File: src/rtl/shift_reg_sequencer_if.sv
// Command channel between a host-side block and the shift register sequencer.
// Valid/ready handshake carrying an opcode, a step count and a data word.
interface shift_reg_sequencer_if #(
  parameter int WIDTH = 4,
  parameter int CNT_W = 4
);
  logic             cmd_valid;
  logic             cmd_ready;
  logic [1:0]       cmd_op;
  logic [CNT_W-1:0] cmd_count;
  logic [WIDTH-1:0] cmd_data;

  modport master (
    output cmd_valid, cmd_op, cmd_count, cmd_data,
    input  cmd_ready
  );

  modport slave (
    input  cmd_valid, cmd_op, cmd_count, cmd_data,
    output cmd_ready
  );
endinterface

File: src/rtl/shift_reg_sequencer.sv
// Command-driven controller for a universal shift register: drives MODE/DATAIN
// for load, N-step shifts or N-cycle holds, and pulses done on completion.
module shift_reg_sequencer #(
  parameter int WIDTH = 4,
  parameter int CNT_W = 4
) (
  input  logic                 clock,
  input  logic                 reset,
  shift_reg_sequencer_if.slave cmd,
  output logic [1:0]           sreg_mode,
  output logic [WIDTH-1:0]     sreg_din,
  output logic                 busy,
  output logic                 done
);

  localparam int IDX_W = (WIDTH > 1) ? $clog2(WIDTH) : 1;

  typedef enum logic [1:0] {
    OP_HOLD  = 2'b00,
    OP_SHR   = 2'b01,
    OP_SHL   = 2'b10,
    OP_LOAD  = 2'b11
  } op_e;

  typedef enum logic [1:0] {
    S_IDLE,
    S_LOAD,
    S_RUN,
    S_DONE
  } state_e;

  state_e           state_q, state_d;
  op_e              op_q, op_d;
  logic [WIDTH-1:0] data_q, data_d;
  logic [CNT_W-1:0] cnt_q, cnt_d;
  logic [IDX_W-1:0] idx_q, idx_d;
  logic [1:0]       mode_q, mode_d;
  logic [WIDTH-1:0] din_q, din_d;
  logic             busy_q, busy_d;
  logic             done_q, done_d;
  logic             ready_q, ready_d;

  logic [IDX_W-1:0] idx_next;
  op_e              cmd_op_e;

  assign cmd_op_e = op_e'(cmd.cmd_op);
  assign idx_next = (idx_q == IDX_W'(WIDTH - 1)) ? '0 : idx_q + 1'b1;

  // Every output is computed for the *next* state and registered, so nothing
  // combinational reaches the pins from the command inputs.
  always_comb begin
    // NOTE: every signal gets a default before the case so no path leaves it unassigned (no latch).
    state_d = state_q;
    op_d    = op_q;
    data_d  = data_q;
    cnt_d   = cnt_q;
    idx_d   = idx_q;
    mode_d  = OP_HOLD;
    din_d   = '0;

    unique case (state_q)
      S_IDLE: begin
        if (cmd.cmd_valid && ready_q) begin
          op_d   = cmd_op_e;
          data_d = cmd.cmd_data;
          idx_d  = '0;
          if (cmd_op_e == OP_LOAD) begin
            state_d = S_LOAD;
            mode_d  = OP_LOAD;
            din_d   = cmd.cmd_data;
          end else if (cmd.cmd_count == '0) begin
            state_d = S_DONE;
          end else begin
            state_d = S_RUN;
            cnt_d   = cmd.cmd_count;
            mode_d  = cmd_op_e;
            // First RUN cycle presents bit 0; the index then points at bit 1.
            if (cmd_op_e != OP_HOLD) din_d = WIDTH'(cmd.cmd_data[0]);
            idx_d   = (WIDTH > 1) ? IDX_W'(1) : '0;
          end
        end
      end
      S_LOAD: begin
        state_d = S_DONE;
      end
      S_RUN: begin
        cnt_d = cnt_q - 1'b1;
        if (cnt_q == CNT_W'(1)) begin
          state_d = S_DONE;
        end else begin
          mode_d = op_q;
          if (op_q != OP_HOLD) din_d = WIDTH'(data_q[idx_q]);
          idx_d  = idx_next;
        end
      end
      S_DONE: begin
        state_d = S_IDLE;
        idx_d   = '0;
      end
      default: state_d = S_IDLE;
    endcase

    busy_d  = (state_d != S_IDLE);
    done_d  = (state_d == S_DONE);
    ready_d = (state_d == S_IDLE);
  end

  // NOTE: sequential state uses non-blocking assignments so all flops update from pre-edge values.
  always_ff @(posedge clock or negedge reset) begin
    if (!reset) begin
      state_q <= S_IDLE;
      op_q    <= OP_HOLD;
      data_q  <= '0;
      cnt_q   <= '0;
      idx_q   <= '0;
      mode_q  <= OP_HOLD;
      din_q   <= '0;
      busy_q  <= 1'b0;
      done_q  <= 1'b0;
      ready_q <= 1'b0;
    end else begin
      state_q <= state_d;
      op_q    <= op_d;
      data_q  <= data_d;
      cnt_q   <= cnt_d;
      idx_q   <= idx_d;
      mode_q  <= mode_d;
      din_q   <= din_d;
      busy_q  <= busy_d;
      done_q  <= done_d;
      ready_q <= ready_d;
    end
  end

  assign cmd.cmd_ready = ready_q;
  assign sreg_mode     = mode_q;
  assign sreg_din      = din_q;
  assign busy          = busy_q;
  assign done          = done_q;

endmodule

File: src/flat_wrapper.sv
// flat-port wrapper written by rule: the top's interface ports become plain ports
module shift_reg_sequencer_flat 
#(
  parameter int WIDTH = 4,
  parameter int CNT_W = 4
)
  (clock, reset, sreg_mode, sreg_din, busy, done, cmd_cmd_valid, cmd_cmd_op, cmd_cmd_count, cmd_cmd_data, cmd_cmd_ready);
  shift_reg_sequencer_if #(.WIDTH(WIDTH), .CNT_W(CNT_W)) cmd_i ();
  input  logic clock;
  input  logic reset;
  output logic [1:0] sreg_mode;
  output logic [WIDTH-1:0] sreg_din;
  output logic busy;
  output logic done;
  input wire logic [$bits(cmd_i.cmd_valid)-1:0] cmd_cmd_valid;
  input wire logic [$bits(cmd_i.cmd_op)-1:0] cmd_cmd_op;
  input wire logic [$bits(cmd_i.cmd_count)-1:0] cmd_cmd_count;
  input wire logic [$bits(cmd_i.cmd_data)-1:0] cmd_cmd_data;
  output wire logic [$bits(cmd_i.cmd_ready)-1:0] cmd_cmd_ready;
  assign cmd_i.cmd_valid = cmd_cmd_valid;
  assign cmd_i.cmd_op = cmd_cmd_op;
  assign cmd_i.cmd_count = cmd_cmd_count;
  assign cmd_i.cmd_data = cmd_cmd_data;
  assign cmd_cmd_ready = cmd_i.cmd_ready;
  shift_reg_sequencer #(.WIDTH(WIDTH), .CNT_W(CNT_W)) u_core (.clock(clock), .reset(reset), .cmd(cmd_i), .sreg_mode(sreg_mode), .sreg_din(sreg_din), .busy(busy), .done(done));
endmodule
File: config.mk
export PLATFORM = sky130hd
export DESIGN_NAME = shift_reg_sequencer_flat
export DESIGN_NICKNAME = d
export VERILOG_FILES = /design/src/rtl/shift_reg_sequencer_if.sv /design/src/rtl/shift_reg_sequencer.sv /design/src/flat_wrapper.sv
export SDC_FILE = /design/constraint.sdc
export NUM_CORES = 1
export LEC_CHECK = 0
export BUFFER_PORTS_ARGS = -buffer_cell sky130_fd_sc_hd__buf_2
export CAP_MARGIN = 25
export CORE_ASPECT_RATIO = 1.5
export CORE_MARGIN = 1
export CORE_UTILIZATION = 40
export DETAILED_ROUTE_END_ITERATION = 7
export SKIP_LAST_GASP = 1
export SYNTH_ARGS = -nofsm -noshare
export SYNTH_HDL_FRONTEND = slang
export SYNTH_SLANG_ARGS = --single-unit
File: constraint.sdc
create_clock -name clock -period 2.4 [get_ports clock]
set_input_delay 0.24 -clock clock [delete_from_list [all_inputs] [get_ports clock]]
set_output_delay 0.24 -clock clock [all_outputs]
set_load 0.02 [all_outputs]
==> results of run 1 <==
[layout make-up]
| cell class | count | area (µm²) | share of cell area (%) |
|---|---|---|---|
| clock buffer | 3 | 41.3 | 2.95 |
| clock inverter | 1 | 5.00 | 0.357 |
| inverter | 6 | 22.5 | 1.61 |
| multi-input combinational | 90 | 592 | 42.3 |
| sequential | 23 | 576 | 41.1 |
| tap | 39 | 48.8 | 3.49 |
| timing repair buffer | 22 | 115 | 8.22 |
[flip-flops by register name, summed over array words and instances, names as in the netlist]
| signal | flops |
|---|---|
| u_core.sreg_din | 4 |
| u_core.idx_q | 2 |
| u_core.cmd.cmd_ready | 1 |
| u_core.data_q | 4 |
| u_core.sreg_mode | 2 |
| u_core.busy | 1 |
| u_core.state_q | 2 |
| u_core.op_q | 2 |
| u_core.done | 1 |
| u_core.cnt_q | 4 |
[final timing paths]
path                                         from                  end  slack (ps)  cells after the start
worst max register to register  u_core.state_q[1]  u_core.sreg_mode[1]         650                      6
worst min register to register   u_core.data_q[3]     u_core.data_q[3]         480                      2
min in group asynchronous                   reset      u_core.cnt_q[2]         470                      2
max in group asynchronous                   reset     u_core.data_q[2]        1580                      2
worst max-delay path            u_core.state_q[1]  u_core.sreg_mode[1]         650                      6
worst min-delay path              cmd_cmd_data[1]     u_core.data_q[1]         180                      3
[per-layer routing]
| metal | up-vias | global-route usage [%] | routed length [µm] |
|---|---|---|---|
| met5 | - | 0 | 0 |
| met4 | 0 | 6.67 | 19 |
| met3 | 2 | 2.62 | 121 |
| met2 | 31 | 28.5 | 1230 |
| met1 | 467 | 20.4 | 993 |
| li1 | 463 | - | - |
[cell families after synthesis]
family                     count (synthesis)  synth area share [%]
AOI/OAI and AO/OA                         17                  11.9
adders and majority gates                  9                  9.16
buffers and inverters                      9                  2.91
DFF                                       23                  47.9
muxes                                      3                  3.75
and+or+nand+nor                           61                  24.5
[stage by stage]
| step | util (%) | total power [mW] | hold slack (ps) | setup WS, ps |
|---|---|---|---|---|
| after CTS | 48.6 | 1.71 | 187 | 615 |
| after floorplan | - | 1.26 | -55.6 | 608 |
| after detailed placement | 46.6 | 1.46 | 248 | 599 |
| after global placement | 46.6 | 1.44 | 239 | 629 |
| after global routing | 48.6 | 1.84 | 191 | 394 |
| final | 48.6 | 1.69 | 184 | 647 |
[cell usage after synthesis, drive strengths merged (2+ instances only)]
master  number
nor3b        3
and3         2
a21oi        2
nor2b        2
dfrtp       23
nor2        12
and2         5
a31oi        2
inv          6
o221a        3
nor3         3
o21ai        5
nand3        5
mux2         2
nand2       25
ha           8
clkbuf       2
[cells in the final DEF, fill, tap and decap left out, types with 3 or more instances in the layout]
master    count
and2_1        5
buf_2        21
clkbuf_8      3
dfrtp_1      23
ha_1          8
inv_1         6
nand2_1      25
nand3_1       5
nor2_1       12
nor3b_1       3
o21ai_0       5
o221a_1       3
[critical path, delay by kind of cell, from the launching register on]
family                   cells  cell delay [ps]
buffers and inverters        2              250
adder cells (fa/ha/maj)      1              330
AND/OR/NAND/NOR              2              480
flip-flops                   1              430
AO/OA/AOI/OAI                1              190
[power breakdown]
group          internal, mW  total (mW)  switching, mW
Sequential            0.541       0.657          0.116
Combinational         0.357       0.787          0.430
Clock                 0.116       0.243          0.127
Total                  1.01        1.69          0.673
==> reports/qor.yml, run 1 <==
status:
  outcome: "finished, final reports clean"
grt:
  overflow: 0
  grt_max_degree: 24
  grt_pass1_wl_um: 4080
  antenna_found_initial: 0
  grt_usage_pct: 17.0
  grt_pass1_vias: 959
placed_design:
  place_hpwl_um: 1820
  port_buffers: 21
  dpl_cell_area_mm2: 0.00134
  dp.cells: 179
  globalplace.congestion: 0.786
timing:
  fin_setup_tns_ps: 0
  worst_pin_slew_ps: 547
  final.setup_skew_ps: 3.04
  rsz0062_at_grt: "false"
  setup_viol: 0
  slew_headroom_pct: 63.5
  fmax_mhz: 571
  fin_crit_sh_pct: 73.0
  hold_viol: 0
  slew_violations: 0
  period_needed_ps: 1750
cts:
  clock-root-buffer: "clkbuf_8"
  clock_latency_ps: 260
  cts_tree: "done"
  path_clk_slew_ps: 80
  postCtsSetupRepairBufs: 0
  cts.sinks: 23
  cts_resized: 0
  cts_buffer_depth: 2
  htree_levels: 1
  cts_buffers: 3
  cts-hold-fix-buffers: 1
floorplanning:
  ios: 22
  die_y_um: 69.2
  coreArea_mm2: 0.00288
  initial_utilization_pct: 41.7
  die_w_um: 46.8
  num_rows: 24
  fp.dieArea_mm2: 0.00323
synth:
  syn_area_per_cell_um2: 9.86
  synth_seq_cells: 23
  yosys-top-cells-area: "dfrtp_1 (48%), ha_1 (8.3%), nand2_1 (7.8%), nor2_1 (3.7%), o221a_1 (2.8%)"
  yosysTopAreaCell: "dfrtp_1"
  yosys_warnings: 0
  ys_seq_area_share_pct: 47.9
  syn_inst: 122
  synth_ff_type: "dfrtp_1"
  synthArstFlopShare_pct: 100
  synth_nets: 143
  synth-edff-count: 0
  synth_top_cell_area_share_pct: 47.9
  synth.distinct_cells: 30
  synth_area_mm2: 0.00120
routing:
  drc_errors: 0
  wl_per_cell_um: 12.9
  drt-initial-drc-count: 24
  first_pass_iters: 4
  via_per_inst: 5.23
  wl_um: 2370
  vias: 963
  antenna_left: 0
layout:
  stdcell_count: 184
  fin_area_mm2: 0.00140
  fin_nets: 167
  antennaDiodeCount: 0
  fillers: 288
  final_layout_size_suffix_gt1_share_pct: 23.4
  area_delta_synth_final_pct: 16.4
critical_path:
  cp_max_fo: 7
  cp.required_ps: 2580
  crit_chain: "inv_1 -> ha_1 -> inv_1 -> nor2_1 -> nand2_1 -> o21ai_0"
  critPathKind: "flop to flop"
  path_common_cell: "inv_1"
  cp.arrival_ps: 1940
  cpPeakStageDelay_ps: 430
  start_kind: "flop"
  cp-end-kind: "flop"
  cp_slowest_cell: "dfrtp_1"
power:
  leakagePower_nw: 0.694
  power_density_mw_per_mm2: 1210
  peakVddDrop_mv: 0.582
hold_path:
  hold_path_class: "input pin to flop"
job:
  drv_cap: 0
(Power assumes the default switching activity.)
==> run 2: changes to the inputs <==
clock period = 1.62 ns   (was 2.4 ns; I/O delays follow)
==> run 2 against run 1 <==
Against the previous run: via count rose by 1.8%; global-route usage is 0.15 points lower; sequential cell count is the same; register-to-register slack lost 580 ps; total power rose by 65%; routed wire length is 0.68% lower; sequential power up 44%; critical endpoint is now u_core.cnt_q[0]; core utilization is 4.5 points higher.
==> reports/qor.yml, run 2 (same netlist as run 1, synthesis figures left out) <==
grt:
  grt_usage_pct: 16.8
  grt_max_degree: 24
  grt_pass1_vias: 917
  grtUsageMet2_pct: 27.5
  busiest_layer: "met2"
  use_met3_pct: 2.88
  antenna_found_initial: 0
  grt_pass1_wl_um: 3950
  use_met1_pct: 19.9
  overflow: 0
hold_path:
  hold_path_class: "input pin to flop"
  min_path_cells: 3
placed_design:
  globalplace.congestion: 0.855
  dp.cells: 191
  port_buffers: 21
  place_hpwl_um: 1830
  place_ws_ps: -57.5
layout:
  fin_util_pct: 53.1
  final_layout_size_suffix_gt1_share_pct: 33.1
  antennaDiodeCount: 0
  final_common_cell: "nand2_1"
  fin_nets: 179
  final_cell_mix: "nand2_1 (25), buf_2 (21), dfrtp_1 (21)"
  area_delta_synth_final_pct: 27.3
  stdcell_count: 196
cts:
  cts.sinks: 23
  clock_latency_ps: 270
  cts_buffers: 3
  htree_levels: 1
  cts_tree: "done"
  clock-root-buffer: "clkbuf_8"
  path_clk_slew_ps: 80
  cts_buffer_depth: 2
timing:
  slew_violations: 0
  fin_hold_ws_ps: 95.4
  period_needed_ps: 1560
  rsz0062_at_grt: "true"
  final.setup_skew_ps: 2.65
  worst_pin_slew_ps: 509
  fin_crit_sh_pct: 96.1
  slew_headroom_pct: 66.1
  hold_viol: 0
  setup_viol: 0
  setup_slack_ps: 62.6
  fmax_mhz: 642
routing:
  vias: 980
  wl_per_cell_um: 12.0
  drt-initial-drc-count: 20
  first_pass_iters: 4
  antenna_left: 0
  wl_um: 2350
  drc_errors: 0
  via_per_inst: 5.00
floorplanning:
  ios: 22
  num_rows: 24
  die_w_um: 46.8
  die_y_um: 69.2
  fp.dieArea_mm2: 0.00323
  initial_utilization_pct: 41.7
  coreArea_mm2: 0.00288
power:
  power_density_mw_per_mm2: 1810
  peakVddDrop_mv: 0.975
  leakagePower_nw: 0.758
critical_path:
  start_kind: "flop"
  cp-end-kind: "flop"
  cp.required_ps: 1780
  critPathKind: "flop to flop"
  cp_max_fo: 6
  cp.arrival_ps: 1720
  worstRegToRegCells: 6
status:
  outcome: "finished, final reports clean"
job:
  drv_cap: 0
## run 2: critical path, cell delays in order, from the launching register on
cell and delay (ps):
dfrtp_2 440, inv_1 80, ha_2 240, inv_1 80, a31o_4 240, o21a_4 130
o221a_1 230
## run 2: routing by layer
metal  vias up  wire length [µm]
li1        488                 -
met4         0                49
met3         4                78
met2        22              1220
met5         -                 0
met1       466              1000
## run 2: final timing paths
kind                                    from                 end  slack, ps
max                        u_core.state_q[1]     u_core.cnt_q[0]         60
min                          cmd_cmd_data[3]    u_core.data_q[3]        100
max reg2reg                u_core.state_q[1]     u_core.cnt_q[0]         60
min reg2reg                 u_core.data_q[1]    u_core.data_q[1]        490
max in group asynchronous              reset   u_core.state_q[1]        860
min in group asynchronous              reset  u_core.sreg_din[3]        390
## run 2: area by class of cell
cell class,instances,area (µm²)
tap,39,48.8
multi-input combinational,90,627
inverter,6,22.5
clock buffer,3,41.3
timing repair buffer,34,205
fill,283,1350
clock inverter,1,7.51
sequential,23,578
## run 2: repair_timing
item	4_1_cts	5_1_grt
buffers inserted	0	0
hold buffers	1	0
gates resized for setup	1	4
setup endpoints to repair	1	5
hold endpoints to repair	23	0
## run 2: report_power, final
part           leakage (nW)  internal [mW]  total (mW)  switching (mW)
logic                 0.452          0.730        1.46           0.733
registers             0.284          0.806       0.947           0.141
clock network        0.0217          0.174       0.366           0.192
## run 2: per-stage QoR
stage | total power, mW | TNS [ps] | instance area, µm²
after floorplan | 1.94 | -6.76 | 1230
after global placement | 2.32 | -80.5 | 1450
after detailed placement | 2.36 | -173 | 1450
after CTS | 2.75 | 0 | 1510
after global routing | 3.02 | -74.1 | 1530
final | 2.78 | 0 | 1530
